### config.mk
export PLATFORM = sky130hd
export DESIGN_NAME = elim_unload
export DESIGN_NICKNAME = d
export VERILOG_FILES = /design/src/rtl/elim_pkg.sv /design/src/rtl/elim_unload_skid.sv /design/src/rtl/elim_unload.sv
export SDC_FILE = /design/constraint.sdc
export NUM_CORES = 1
export LEC_CHECK = 0
export BUFFER_PORTS_ARGS = -buffer_cell sky130_fd_sc_hd__buf_2
export CAP_MARGIN = 10
export CORE_UTILIZATION = 48
export DETAILED_ROUTE_END_ITERATION = 8
export PLACE_DENSITY = 0.81
export SLEW_MARGIN = 25
export SYNTH_ARGS = -nofsm -noshare
export SYNTH_HDL_FRONTEND = slang
export SYNTH_SLANG_ARGS = --single-unit
### constraint.sdc
create_clock -name clk -period 1.9 [get_ports clk]
set_clock_uncertainty 0.05 [all_clocks]
set_input_delay 0.095 -clock clk [delete_from_list [all_inputs] [get_ports clk]]
set_output_delay 0.095 -clock clk [all_outputs]
set_load 0.01 [all_outputs]
### src/rtl/elim_pkg.sv
// elim_pkg: shared FSM encoding and size helpers for the elimination core and its unload reader
package elim_pkg;
    typedef enum logic [1:0] {IDLE, ISSUE, DRAIN} state_t;

    function automatic int clog2(input int v);
        int r = 1;
        while ((1 << r) < v) r++;
        return r;
    endfunction

    function automatic int depth(input int n, input int l);
        return n * n / l;
    endfunction

    function automatic int row_words(input int n, input int l);
        return (n / l < 1) ? 1 : n / l;
    endfunction
endpackage

### src/rtl/elim_unload_skid.sv
// elim_unload_skid: 2-entry valid/ready skid buffer; d0 is always the head presented downstream
module elim_unload_skid #(
    parameter int W = 34
) (
    input  logic         clk,
    input  logic         rst,
    input  logic         push,
    input  logic [W-1:0] in_data,
    input  logic         out_ready,
    output logic         out_valid,
    output logic [W-1:0] out_data,
    output logic [1:0]   cnt
);
    logic         v0, v1, pop;
    logic [W-1:0] d0, d1;

    assign pop       = v0 && out_ready;
    assign out_valid = v0;
    assign out_data  = d0;
    assign cnt       = {1'b0, v0} + {1'b0, v1};

    // d1 may be loaded speculatively; v1 decides whether it is real
    always_ff @(posedge clk) begin
        if (rst) begin
            v0 <= 1'b0;
            v1 <= 1'b0;
            d0 <= '0;
            d1 <= '0;
        end else begin
            d0 <= (pop || !v0) ? (v1 ? d1 : in_data) : d0;
            d1 <= push ? in_data : d1;
            v0 <= v1 || push || (v0 && !pop);
            v1 <= v1 ? (push || !pop) : (v0 && push && !pop);
        end
    end
endmodule

### src/rtl/elim_unload.sv
// elim_unload: streams the systemized matrix out of the elim memory after done_in rises.
// Define ELIM_UNLOAD_CHECKSUM_EN to append an XOR checksum beat after the last word.
module elim_unload import elim_pkg::*; #(
    parameter int N         = 64,
    parameter int L         = 32,
    parameter int DEPTH     = depth(N, L),
    parameter int ADDR_W    = clog2(DEPTH),
    parameter int ROW_WORDS = row_words(N, L)
) (
    input  logic              clk,
    input  logic              rst,
    input  logic              done_in,
    output logic              mem_rd_en,
    output logic [ADDR_W-1:0] mem_rd_addr,
    input  logic [L-1:0]      mem_rd_data,
    output logic [L-1:0]      out_data,
    output logic              out_valid,
    input  logic              out_ready,
    output logic              out_row_last,
    output logic              out_last,
    output logic              busy
);
    state_t            state;
    logic              done_q, pend, pend_rl, pend_last;
    logic              trig, last_addr, pop, rd_en, fin, push;
    logic [ADDR_W-1:0] addr, col;
    logic [1:0]        cnt;
    logic [L+1:0]      push_word, pop_word;

    assign trig        = done_in && !done_q && state == IDLE;
    assign last_addr   = addr == ADDR_W'(DEPTH - 1);
    assign pop         = out_valid && out_ready;
    // a slot freed by this cycle's pop counts as a credit, keeping 1 word/cycle
    assign rd_en       = state == ISSUE && (({1'b0, cnt} + {2'b0, pend}) < 3'd2 || pop);
    assign fin         = pop && out_last;
    assign mem_rd_en   = rd_en;
    assign mem_rd_addr = addr;
    assign {out_row_last, out_last, out_data} = pop_word;

`ifdef ELIM_UNLOAD_CHECKSUM_EN
    logic [L-1:0] ck;
    logic         ck_pend;

    assign push      = pend || (ck_pend && (cnt != 2'd2 || pop));
    assign push_word = pend ? {pend_rl, 1'b0, mem_rd_data} : {2'b01, ck};

    always_ff @(posedge clk) begin
        if (rst || trig) begin
            ck      <= '0;
            ck_pend <= 1'b0;
        end else begin
            ck      <= pend ? ck ^ mem_rd_data : ck;
            ck_pend <= pend ? pend_last : ck_pend && !push;
        end
    end
`else
    assign push      = pend;
    assign push_word = {pend_rl, pend_last, mem_rd_data};
`endif

    always_ff @(posedge clk) begin
        if (rst) begin
            state     <= IDLE;
            done_q    <= 1'b0;
            pend      <= 1'b0;
            pend_rl   <= 1'b0;
            pend_last <= 1'b0;
            addr      <= '0;
            col       <= '0;
            busy      <= 1'b0;
        end else begin
            done_q    <= done_in;
            pend      <= rd_en;
            pend_rl   <= col == ADDR_W'(ROW_WORDS - 1);
            pend_last <= last_addr;
            if (trig) begin
                state <= ISSUE;
                busy  <= 1'b1;
                addr  <= '0;
                col   <= '0;
            end else if (rd_en) begin
                addr  <= last_addr ? addr : addr + ADDR_W'(1);
                col   <= (col == ADDR_W'(ROW_WORDS - 1)) ? '0 : col + ADDR_W'(1);
                state <= last_addr ? DRAIN : state;
            end else if (fin) begin
                state <= IDLE;
                busy  <= 1'b0;
            end
        end
    end

    elim_unload_skid #(.W(L + 2)) u_skid (
        .clk       (clk),
        .rst       (rst),
        .push      (push),
        .in_data   (push_word),
        .out_ready (out_ready),
        .out_valid (out_valid),
        .out_data  (pop_word),
        .cnt       (cnt)
    );
endmodule
* Word-level counts from Yosys, hierarchy flattened
Index checks and enable logic that the tools add are counted.
Word-level totals: register bits 91, input port bits 36, output and inout port bits 44, word-level logic and storage cells 60
Operators by class: $add $sub $neg 4, magnitude comparators 1, equal/unequal tests 6, multiplexer cells 10, bitwise operators 1, reductions and logical operators 25
Operators with widths (count):
- 34-bit 2-to-1 mux | 1
- 7-bit by 1-bit adder with 7-bit output (second input constant) | 2
- 1-bit logical AND | 8
- 2-bit AND reduction | 4
- 7-bit by 1-bit == test with 1-bit output (second input constant) | 1
- 7-bit == test (second input constant) | 1
- 7-bit 2-to-1 mux | 1
- 2-bit 2-to-1 mux | 3
- 1-bit logical OR | 5
- 1-bit 2-to-1 mux | 5
- 2-bit by 1-bit != test with 1-bit output (second input constant) | 2
- 2-bit nonzero test | 2
- 2-bit by 1-bit adder with 3-bit output | 1
- 1-bit logical NOT | 3
- 3-bit by 2-bit less-than comparator with 1-bit output (second input constant) | 1
- 3-bit by 1-bit != test with 1-bit output (second input constant) | 1
- 3-bit nonzero test | 1
- 1-bit by 1-bit adder with 2-bit output | 1
- 2-bit by 1-bit == test with 1-bit output (second input constant) | 1
- 2-bit logical NOT | 1
- 2-bit OR reduction | 1
- 1-bit inverter | 1

* Depth between registers and ports, before layout
Gate-level depths: netlist of the first run.
depth after elaboration 7, gate-level depth with buffers 7, mapped depth without buffers 6

* Cells and area by module
Synthesis of the first run repeated with hierarchy kept, for this count alone.
Second synthesis, totals: cells, all modules 379, area, all modules 3897.5 µm²
By module, submodules not included:
- elim_unload_skid | times used 1, cells each 273, area each 2935.3 µm², seq. area each 1401.3 µm²
- elim_unload | times used 1, cells each 106, area each 962.2 µm², seq. area each 420.4 µm²

* Least setup slack after synthesis of the first run
OpenSTA, ideal clock, no wires.
path type reg-to-reg, start point register u_skid.v0 (netlist: u_skid.out_valid), end point register addr[3] (netlist: mem_rd_addr[3]), setup time 71 ps, arrival time 1751 ps, required time 1779 ps, setup slack 28 ps, cell stages (with the launch flop) 7, path buffers 1, clock period less this slack 1872 ps, path through dfxtp_1 > ha_1 > a21o_1 > a21o_1 > buf_6 > or4_1 > a21oi_1
On the way: cells in the longest elaborated chain, start to end 6, elaborated cells on any way between the ends 7, those cells by class add/sub (2); order compare (1); reduce/logical (4)
RTL lines:
- start, declared | line elim_unload_skid.sv:14 | logic v0, v1, pop;
- start signal, assigned | line elim_unload_skid.sv:32 | v0 <= v1 || push || (v0 && !pop);
- 1-bit by 1-bit adder with 2-bit output | line elim_unload_skid.sv:20 | assign cnt = {1'b0, v0} + {1'b0, v1};
- 2-bit by 1-bit adder with 3-bit output | line elim_unload.sv:34 | assign rd_en = state == ISSUE && (({1'b0, cnt} + {2'b0, pend}) < 3'd2 || pop);
- 3-bit by 2-bit less-than comparator with 1-bit output | line elim_unload.sv:34
- 1-bit logical OR * | line elim_unload.sv:34
- 1-bit logical AND * | line elim_unload.sv:34
- 2-bit AND reduction (no source line) *
- end signal, assigned | line elim_unload.sv:82 | addr <= last_addr ? addr : addr + ADDR_W'(1);
- end, declared | line elim_unload.sv:26 | logic [ADDR_W-1:0] addr, col;
Every way passes the cells marked *; elsewhere a longest branch is shown, timed or not. A chain may end at the register's enable or synchronous reset.

* Worst setup path after layout of the first run
start point register u_skid.v0 (netlist: u_skid.out_valid), end point register col[6]
On the way: cells in the longest elaborated chain, start to end 5, elaborated cells on any way between the ends 6, those cells by class add/sub (2); order compare (1); reduce/logical (3)
RTL lines:
- 1-bit by 1-bit adder with 2-bit output | line elim_unload_skid.sv:20
- 2-bit by 1-bit adder with 3-bit output | line elim_unload.sv:34
- 3-bit by 2-bit less-than comparator with 1-bit output | line elim_unload.sv:34
- 1-bit logical OR * | line elim_unload.sv:34
- 1-bit logical AND * | line elim_unload.sv:34
- end signal, assigned | line elim_unload.sv:83 | col <= (col == ADDR_W'(ROW_WORDS - 1)) ? '0 : col + ADDR_W'(1);
- end, declared | line elim_unload.sv:26
Marked as above.

==> results of run 1 <==
worst paths after layout:
check	startpoint	endpoint	slack, ns	cells past startpoint
min reg2reg	col[6]	col[6]	0.44	2
min	out_ready	u_skid.v1	0.09	4
max	u_skid.out_valid	col[6]	0.07	6
max reg2reg	u_skid.out_valid	col[6]	0.07	6
through the flow:
step,hold WS [ns],power (W)
after global routing,0.151,0.00391
after global placement,0.288,0.00246
after CTS,0.0649,0.00377
final,0.0943,0.00373
after floorplan,0.173,0.00232
after detailed placement,0.305,0.00248
cell families after synthesis:
logic type	count (synthesis)	synth area share, %
and+or+nand+nor	119	14.2
buffers and inverters	32	3.84
muxes	69	18.8
xor gates and xnor gates	1	0.238
DFF	91	49.5
adders and majority gates	4	1.36
AOI/OAI and AO/OA	65	12.1
what timing repair did:
item,CTS,global route
hold buffers,33,0
pin swaps,0,1
endpoints found under the hold margin,33,0
endpoints found under the setup margin,3,3
buffers inserted,0,0
gates resized for setup,2,3
cells in the final DEF, fill, tap and decap left out, types with 2 or more instances in the layout:
cell	n
nor2_1	78
o22ai_1	3
or3_1	6
nand3_1	10
buf_4	7
dfxtp_1	89
clkbuf_8	10
or2_2	3
dlygate4sd3_1	33
ha_1	4
nand3b_1	2
inv_1	3
clkinv_2	3
a21oi_1	11
nand2b_1	2
o31ai_1	3
dfxtp_2	2
a211oi_1	35
buf_2	79
buf_12	2
o21ai_0	5
mux2i_1	69
nand2_1	9
report_power, final:
group / switching [W] / internal [W] / total (W) / leakage, nW
combinational: 0.000230 / 0.000218 / 0.000448 / 1.07
sequential: 0.0000494 / 0.00200 / 0.00205 / 0.747
clock: 0.000608 / 0.000626 / 0.00123 / 0.0950
total: 0.000887 / 0.00284 / 0.00373 / 1.91
worst min-delay path, stage by stage:
cell and delay (ns):
buf_2 0.10, nand2_1 0.11, nand2_1 0.09, a21oi_1 0.05
cell type report:
cell class	count	area [µm²]	area share [%]
Multi-Input combinational cell	258	1740	36.9
Tap cell	99	124	2.64
Clock buffer	11	141	3.01
Clock inverter	3	40.0	0.852
Timing Repair Buffer	121	818	17.4
Inverter	4	16.3	0.346
Sequential cell	91	1820	38.8
metal layers:
layer / vias up / GRT usage, % / part of all wire (%)
li1: 1557 / - / -
met5: - / 0 / 0
met1: 1463 / 23.4 / 44
met2: 85 / 38.0 / 50
met3: 9 / 4.84 / 4.6
met4: 0 / 5.92 / 0.99
sequential cells by signal, indices dropped and copies added (netlist names):
name              count
col                   7
busy                  1
state                 2
u_skid.out_valid      1
u_skid.v1             1
pend_rl               1
u_skid.out_data      34
pend                  1
done_q                1
pend_last             1
u_skid.d1            34
mem_rd_addr           7
==> results.json, run 1 <==
{
  "slowest_delay_ns": 0.34,
  "yosysMostFrequentCell": "dfxtp_1",
  "filler_cell_count": 595,
  "clockBufferDepth": 2,
  "grt_overflow": 0,
  "die_x_um": 89.6,
  "io_pins": 80,
  "ant_nets": 0,
  "final_util_pct": 64.1,
  "clkSinkCount": 91,
  "cp.required_ns": 2.12,
  "power_leakage_nw": 1.91,
  "fmax_ghz": 0.547,
  "synthTopCellsByArea": "dfxtp_1 49%, mux2i_1 19%, nor2_1 8.0%",
  "rows": 31,
  "place_area_mm2": 0.00417,
  "grt_util_all_layers_pct": 20.5,
  "fin_crit_ns": 1.83,
  "htreeDepth": 3,
  "antenna_found_initial": 0,
  "synth_common_cells": "91 x dfxtp_1, 78 x nor2_1, 69 x mux2i_1, 35 x a211oi_1, 17 x clkbuf_1",
  "rsz0062_at_grt": "false",
  "ys_warn_count": 0,
  "setup_ws_ns": 0.0721,
  "crit_buf_inv": 1,
  "crit_arrival_ns": 2.05,
  "crit_path_max_fanout": 11,
  "syn_to_final_growth_pct": 27.7,
  "firstDrtPassIters": 4,
  "cp-end-kind": "register",
  "post-place-ws_ns": 0.0148,
  "initial_utilization_pct": 50.2,
  "post-route-period-util_pct": 96.2,
  "place_hpwl_um": 5180,
  "drive_gt1_share_pct": 22.7,
  "gp_congestion": 0.828,
  "netlist.area_leader.share_pct": 49.5,
  "cp_top_family": "compound AO/OA/AOI/OAI gates",
  "cap_violations": 0,
  "grt_pass1_wl_um": 12800,
  "avgRoutedWirePerCell_um": 13.8,
  "grt_max_degree": 42,
  "tritoncts": "yes",
  "powerDensity_mw_per_mm2": 793,
  "peakVddDrop_v": 0.000412,
  "finalMaxSlewViolations": 0,
  "finalWirelength_um": 8080,
  "relSlewSlack_pct": 59.1,
  "numCtsBuffers": 9,
  "vias": 3114,
  "viasPerCell": 5.30,
  "grt_pass1_vias": 3020,
  "die_h_um": 89.6,
  "hold_path_class": "input port to register",
  "async_flop_share_pct": 0,
  "synth_edf_count": 0,
  "drc": 0,
  "syn_area_per_cell_um2": 9.66,
  "ys.flop_type": "dfxtp_1",
  "stdcell_count": 587,
  "syn_inst": 381,
  "dr.first_iter.drc_count": 96,
  "seq_area_frac_synth_pct": 49.5,
  "clockRootBuffer": "clkbuf_8",
  "crit_chain": "ha_1 -> a21o_1 -> a21o_4 -> buf_4 -> or3_1 -> a21oi_1",
  "synth.net_count": 421,
  "syn-cell-area_mm2": 0.00368,
  "clk_latency_ns": 0.34,
  "worst_pin_slew_ns": 0.613,
  "nets": 525,
  "start_kind": "register",
  "timing.setup.critical_path_class": "register to register",
  "die-area_mm2": 0.00802,
  "core_area_mm2": 0.00733,
  "yosysTopAreaCell": "dfxtp_1",
  "ys_ff_latch": 91,
  "clkTransAtPathRegs_ns": 0.08,
  "setup_violations": 0,
  "setup_tns_ns": 0,
  "io_buffers": 79,
  "crit_slowest_cell": "or3_1",
  "diodes": 0,
  "status": "finished clean",
  "yosysUniqueCellTypes": 35,
  "place_inst": 540,
  "hold_viol": 0,
  "final_area_mm2": 0.00470
}
Power figures use the tool's default switching activity.
==> inputs of run 2 (changes only) <==
CAP_MARGIN = 20   (was 10)
CTS_BUF_LIST = sky130_fd_sc_hd__clkbuf_16   (was not set)
==> run 2 against run 1 <==
Effect of this change:
- the run now ends with hold timing left
- register-to-register slack hardly changed
- core utilization is 0.84 points higher
- die area unchanged
- setup slack worse by 0.0027 ns
- critical path type unchanged
==> results.json, run 2 (synthesized netlist as in run 1, its figures left out) <==
{
  "status": "finished with violations",
  "violations": "hold timing",
  "p_total_w": 0.00414,
  "top_layer": "met4",
  "cp-startpoint": "u_skid.out_valid",
  "grt_util_all_layers_pct": 20.8,
  "diodes": 0,
  "dr_wl_met3_um": 346,
  "syn_to_final_growth_pct": 29.3,
  "viasPerCell": 5.33,
  "fin_hold_ws_ns": -0.00772,
  "met2WireLength_um": 4090,
  "antenna_found_initial": 0,
  "post_cts_buffers": 0,
  "drc": 0,
  "clockRootBuffer": "clkbuf_16",
  "powerDensity_mw_per_mm2": 871,
  "clk_latency_ns": 0.32,
  "rows": 31,
  "start_kind": "register",
  "dr.first_iter.drc_count": 106,
  "power_leakage_nw": 1.94,
  "rsz0062_at_grt": "false",
  "r2r-start": "u_skid.out_valid",
  "vias": 3115,
  "setup_violations": 0,
  "die_h_um": 89.6,
  "grt_pass1_wl_um": 12900,
  "nets": 522,
  "peakVddDrop_v": 0.000551,
  "hold_path_class": "input port to register",
  "gp_congestion": 0.828,
  "avgRoutedWirePerCell_um": 14.1,
  "wl_met1_um": 3690,
  "cp-end-kind": "register",
  "ant_nets": 0,
  "tritoncts": "yes",
  "finalMaxSlewViolations": 0,
  "setup_tns_ns": 0,
  "io_buffers": 79,
  "relSlewSlack_pct": 58.8,
  "layout_commonest_cell": "dfxtp_1",
  "cp.required_ns": 2.10,
  "clkTransAtPathRegs_ns": 0.06,
  "clkSinkCount": 91,
  "die_x_um": 89.6,
  "layout_common_cells": "89 x dfxtp_1, 79 x buf_2, 78 x nor2_1",
  "post-route-period-util_pct": 96.3,
  "finalWirelength_um": 8220,
  "place_hpwl_um": 5180,
  "htreeDepth": 3,
  "numCtsBuffers": 9,
  "grt_pass1_vias": 3016,
  "clockBufferDepth": 2,
  "fmax_ghz": 0.546,
  "die-area_mm2": 0.00802,
  "core_area_mm2": 0.00733,
  "worst_pin_slew_ns": 0.617,
  "timing.setup.critical_path_class": "register to register",
  "crit_arrival_ns": 2.03,
  "io_pins": 80,
  "firstDrtPassIters": 4,
  "cap_violations": 0,
  "hold_viol": 1,
  "hp-start": "mem_rd_data[9]",
  "grt_overflow": 0,
  "initial_utilization_pct": 50.2,
  "fin_crit_ns": 1.83,
  "drive_gt1_share_pct": 22.7,
  "grt_max_degree": 42,
  "crit_path_max_fanout": 11
}
## run 2: changes by cell type in the layout (fill, tap and decap cells not counted)
cell | before | now
clkbuf_16 | 0 | 9
clkbuf_8 | 10 | 0
dlygate4sd3_1 | 33 | 30
clkinv_1 | 0 | 1
inv_1 | 3 | 4
clkbuf_1 | 1 | 0
## run 2: timing repair
item                                    4_1_cts  5_1_grt
hold endpoints to repair                     30        0
endpoints found under the setup margin        2        2
hold buffers                                 30        0
gates cloned                                  0        0
resized for setup                             2        3
pin swaps                                     0        1
## run 2: path summary, 6_finish.rpt
path / endpoint / slack [ns] / cells past startpoint
max: col[6] / 0.07 / 6
min: u_skid.d1[9] / -0.008 / 3
max reg2reg: col[6] / 0.07 / 6
min reg2reg: col[6] / 0.44 / 2
## run 2: worst max-delay path, stage by stage (launching register included)
cell     delay [ns]
dfxtp_1        0.31
ha_1           0.29
a21o_1         0.20
a21o_4         0.25
buf_4          0.17
or3_1          0.35
a21oi_1        0.15
## run 2: layout make-up
class	count	area, µm²
Fill cell	599	2570
Sequential cell	91	1820
Multi-Input combinational cell	258	1740
Timing Repair Buffer	118	788
Clock buffer	9	225
Tap cell	99	124
Clock inverter	5	47.5
Inverter	4	16.3
## run 2: layer usage
layer  up-vias  global-route usage [%]
li1       1559                       -
met1      1471                    24.1
met2        76                    38.1
met3         9                    4.75
met4         0                    6.64
met5         -                       0
## run 2: report_power, final
group          internal (W)  switching, W
Sequential          0.00200     0.0000500
Combinational      0.000214      0.000231
Clock              0.000989      0.000660
## run 2: per-stage QoR
stage / std cells / hold WS, ns / setup WS [ns] / utilization, % / cell area [µm²]
after floorplan: 381 / 0.173 / 0.0283 / - / 3680
after global placement: 540 / 0.288 / 0.0935 / 56.9 / 4170
after detailed placement: 540 / 0.305 / 0.0148 / 56.9 / 4170
after CTS: 584 / 0.000144 / 0.0164 / 64.8 / 4750
after global routing: 584 / 0.00789 / 0.00898 / 64.9 / 4760
final: 584 / -0.00772 / 0.0694 / 64.9 / 4760
==> inputs of run 3 (changes only) <==
CORE_UTILIZATION = 50   (was 48)
PLACE_DENSITY = 0.8   (was 0.81)
clock period = 2.35 ns   (was 1.9 ns; I/O delays follow)
==> run 3 against run 2 <==
Effect of this change:
- critical path depth is 1 lower
- cell count shrank 3.6%
- count of clock-buffer cells in the layout is the same
- core utilization is 0.61 points higher
- the run still ends with hold timing left
- first-iteration DRC count up 43%
- highest routed layer unchanged
- combinational power down 27%
- die area shrank 3.9%
- global-route usage is 0.30 points lower
- non-clock buffer count shrank 21
- setup slack improved by 0.25 ns
- routed wire length down 6.2%
==> results.json, run 3 (synthesized netlist as in run 1, its figures left out) <==
{
  "status": "finished with violations",
  "violations": "hold timing",
  "layout_common_cells": "89 x dfxtp_1, 79 x buf_2, 78 x nor2_1",
  "ff_latch_area_mm2": 0.00182,
  "clkTransAtPathRegs_ns": 0.06,
  "gp_congestion": 0.853,
  "holdPathStages": 3,
  "p_clk_share_pct": 41.4,
  "viasPerCell": 5.36,
  "p_comb_share_pct": 9.6,
  "avgRoutedWirePerCell_um": 13.7,
  "htreeDepth": 3,
  "core_area_mm2": 0.00694,
  "timing.setup.critical_path_class": "register to output pin",
  "grt_overflow": 0,
  "r2r_cells": 6,
  "tritoncts": "yes",
  "crit_slowest_cell": "dfxtp_1",
  "numCtsBuffers": 9,
  "whs_endpoint": "u_skid.d1[18]",
  "relSlewSlack_pct": 57.9,
  "layout_commonest_cell": "dfxtp_1",
  "worst_pin_slew_ns": 0.632,
  "crit_buf_inv": 2,
  "filler_cell_count": 571,
  "crit_path_max_fanout": 9,
  "clockBufferDepth": 2,
  "syn_to_final_growth_pct": 23.7,
  "setup_tns_ns": 0,
  "cp-end-kind": "output pin",
  "power_leakage_nw": 1.84,
  "finalMaxSlewViolations": 0,
  "drc": 0,
  "drive_gt1_share_pct": 22.3,
  "die-area_mm2": 0.00771,
  "die_x_um": 87.8,
  "regToRegEndpoint": "col[6]",
  "cap_violations": 0,
  "clkSinkCount": 91,
  "crit_top_cell": "a21o_1",
  "hold_path_class": "input port to register",
  "power_switching_w": 0.000796,
  "p_seq_share_pct": 49.0,
  "fin_hold_ws_ns": -0.000709,
  "finalWirelength_um": 7710,
  "fmax_ghz": 0.493,
  "ant_nets": 0,
  "rsz0062_at_grt": "false",
  "hp-start": "mem_rd_data[18]",
  "post-route-period-util_pct": 86.3,
  "powerDensity_mw_per_mm2": 743,
  "cp_top_family": "buffers and inverters",
  "hold_viol": 1,
  "io_pins": 80,
  "initial_utilization_pct": 53.0,
  "firstDrtPassIters": 4,
  "fin_crit_ns": 2.03,
  "multiInputGateArea_mm2": 0.00172,
  "crit_arrival_ns": 1.86,
  "io_buffers": 79,
  "start_kind": "register",
  "nets": 501,
  "peakVddDrop_v": 0.000386,
  "slowest_delay_ns": 0.35,
  "netSwitchingFraction_pct": 23.6,
  "grt_pass1_vias": 2775,
  "vias": 3018,
  "rrSetupSlack_ns": 0.44,
  "die_h_um": 87.8,
  "dr.first_iter.drc_count": 152,
  "setup_violations": 0,
  "clockRootBuffer": "clkbuf_16",
  "cp.required_ns": 2.18,
  "antenna_found_initial": 1,
  "r2r-start": "u_skid.out_valid",
  "post-place-ws_ns": 0.454,
  "rows": 30,
  "clk_latency_ns": 0.33,
  "grt_util_all_layers_pct": 20.5,
  "setup_ws_ns": 0.322,
  "crit_chain": "ha_1 -> a21o_1 -> a21o_1 -> clkinv_1 -> buf_2",
  "grt_max_degree": 70,
  "grt_pass1_wl_um": 12400,
  "p_int_w": 0.00258,
  "place_hpwl_um": 5040
}
[run 3: cell types whose count changed in the layout (fill, tap and decap cells not counted), moves of 3 or more]
cell / previous run / this run
buf_4: 7 / 4
dlygate4sd3_1: 30 / 13
clkinvlp_4: 0 / 3
clkinv_2: 3 / 0
[run 3: routing by layer]
layer	up-vias	part of all wire, %	track usage [%]
met4	0	1.6	8.35
li1	1519	-	-
met5	-	0	0
met1	1398	46	24.5
met2	88	47	35.1
met3	13	5.2	5.37
[run 3: power by group through the flow]
stage	sequential, W	combinational (W)	clock, W
after floorplan	0.00171	0.000173	0
after global placement	0.00169	0.000298	0
after detailed placement	0.00169	0.000309	0
after CTS	0.00166	0.000328	0.00142
after global routing	0.00166	0.000359	0.00150
final	0.00166	0.000325	0.00140
[run 3: worst max-delay path by stage]
stage,slack (ns),startpoint,cells after the start,end
after CTS,0.33,u_skid.out_valid,5,mem_rd_en
after floorplan,0.48,u_skid.out_valid,6,mem_rd_addr[3]
after detailed placement,0.45,u_skid.out_valid,6,mem_rd_addr[0]
final,0.32,u_skid.out_valid,5,mem_rd_en
after global placement,0.51,u_skid.out_valid,6,col[6]
after global routing,0.21,u_skid.out_valid,5,mem_rd_en
[run 3: area by class of cell]
type	instances	area share, %
clock inverters	7	1.51
inverters	4	0.330
repair buffers	97	12.6
diodes	1	0.0550
multi-input cells	258	37.8
flip-flops and latches	91	40.1
well taps	96	2.64
clock buffers	9	4.95
[run 3: what timing repair did]
item / CTS / global route
endpoints found under the hold margin: 13 / 0
gates resized for setup: 0 / 0
hold buffers: 13 / 0
setup buffers: 0 / 0
[run 3: metrics by stage]
| step | util (%) | hold slack (ns) | area (µm²) | std cells | power [W] |
|---|---|---|---|---|---|
| after CTS | 65.5 | 0.0000255 | 4550 | 562 | 0.00341 |
| final | 65.5 | -0.000709 | 4550 | 563 | 0.00338 |
| after floorplan | - | 0.196 | 3680 | 381 | 0.00188 |
| after detailed placement | 59.4 | 0.328 | 4130 | 533 | 0.00200 |
| after global placement | 59.4 | 0.318 | 4130 | 533 | 0.00198 |
| after global routing | 65.5 | 0.000293 | 4550 | 562 | 0.00352 |
[run 3: tightest hold or removal path, stage by stage]
cell	delay [ns]
buf_2	0.09
mux2i_1	0.06
nor2_1	0.07
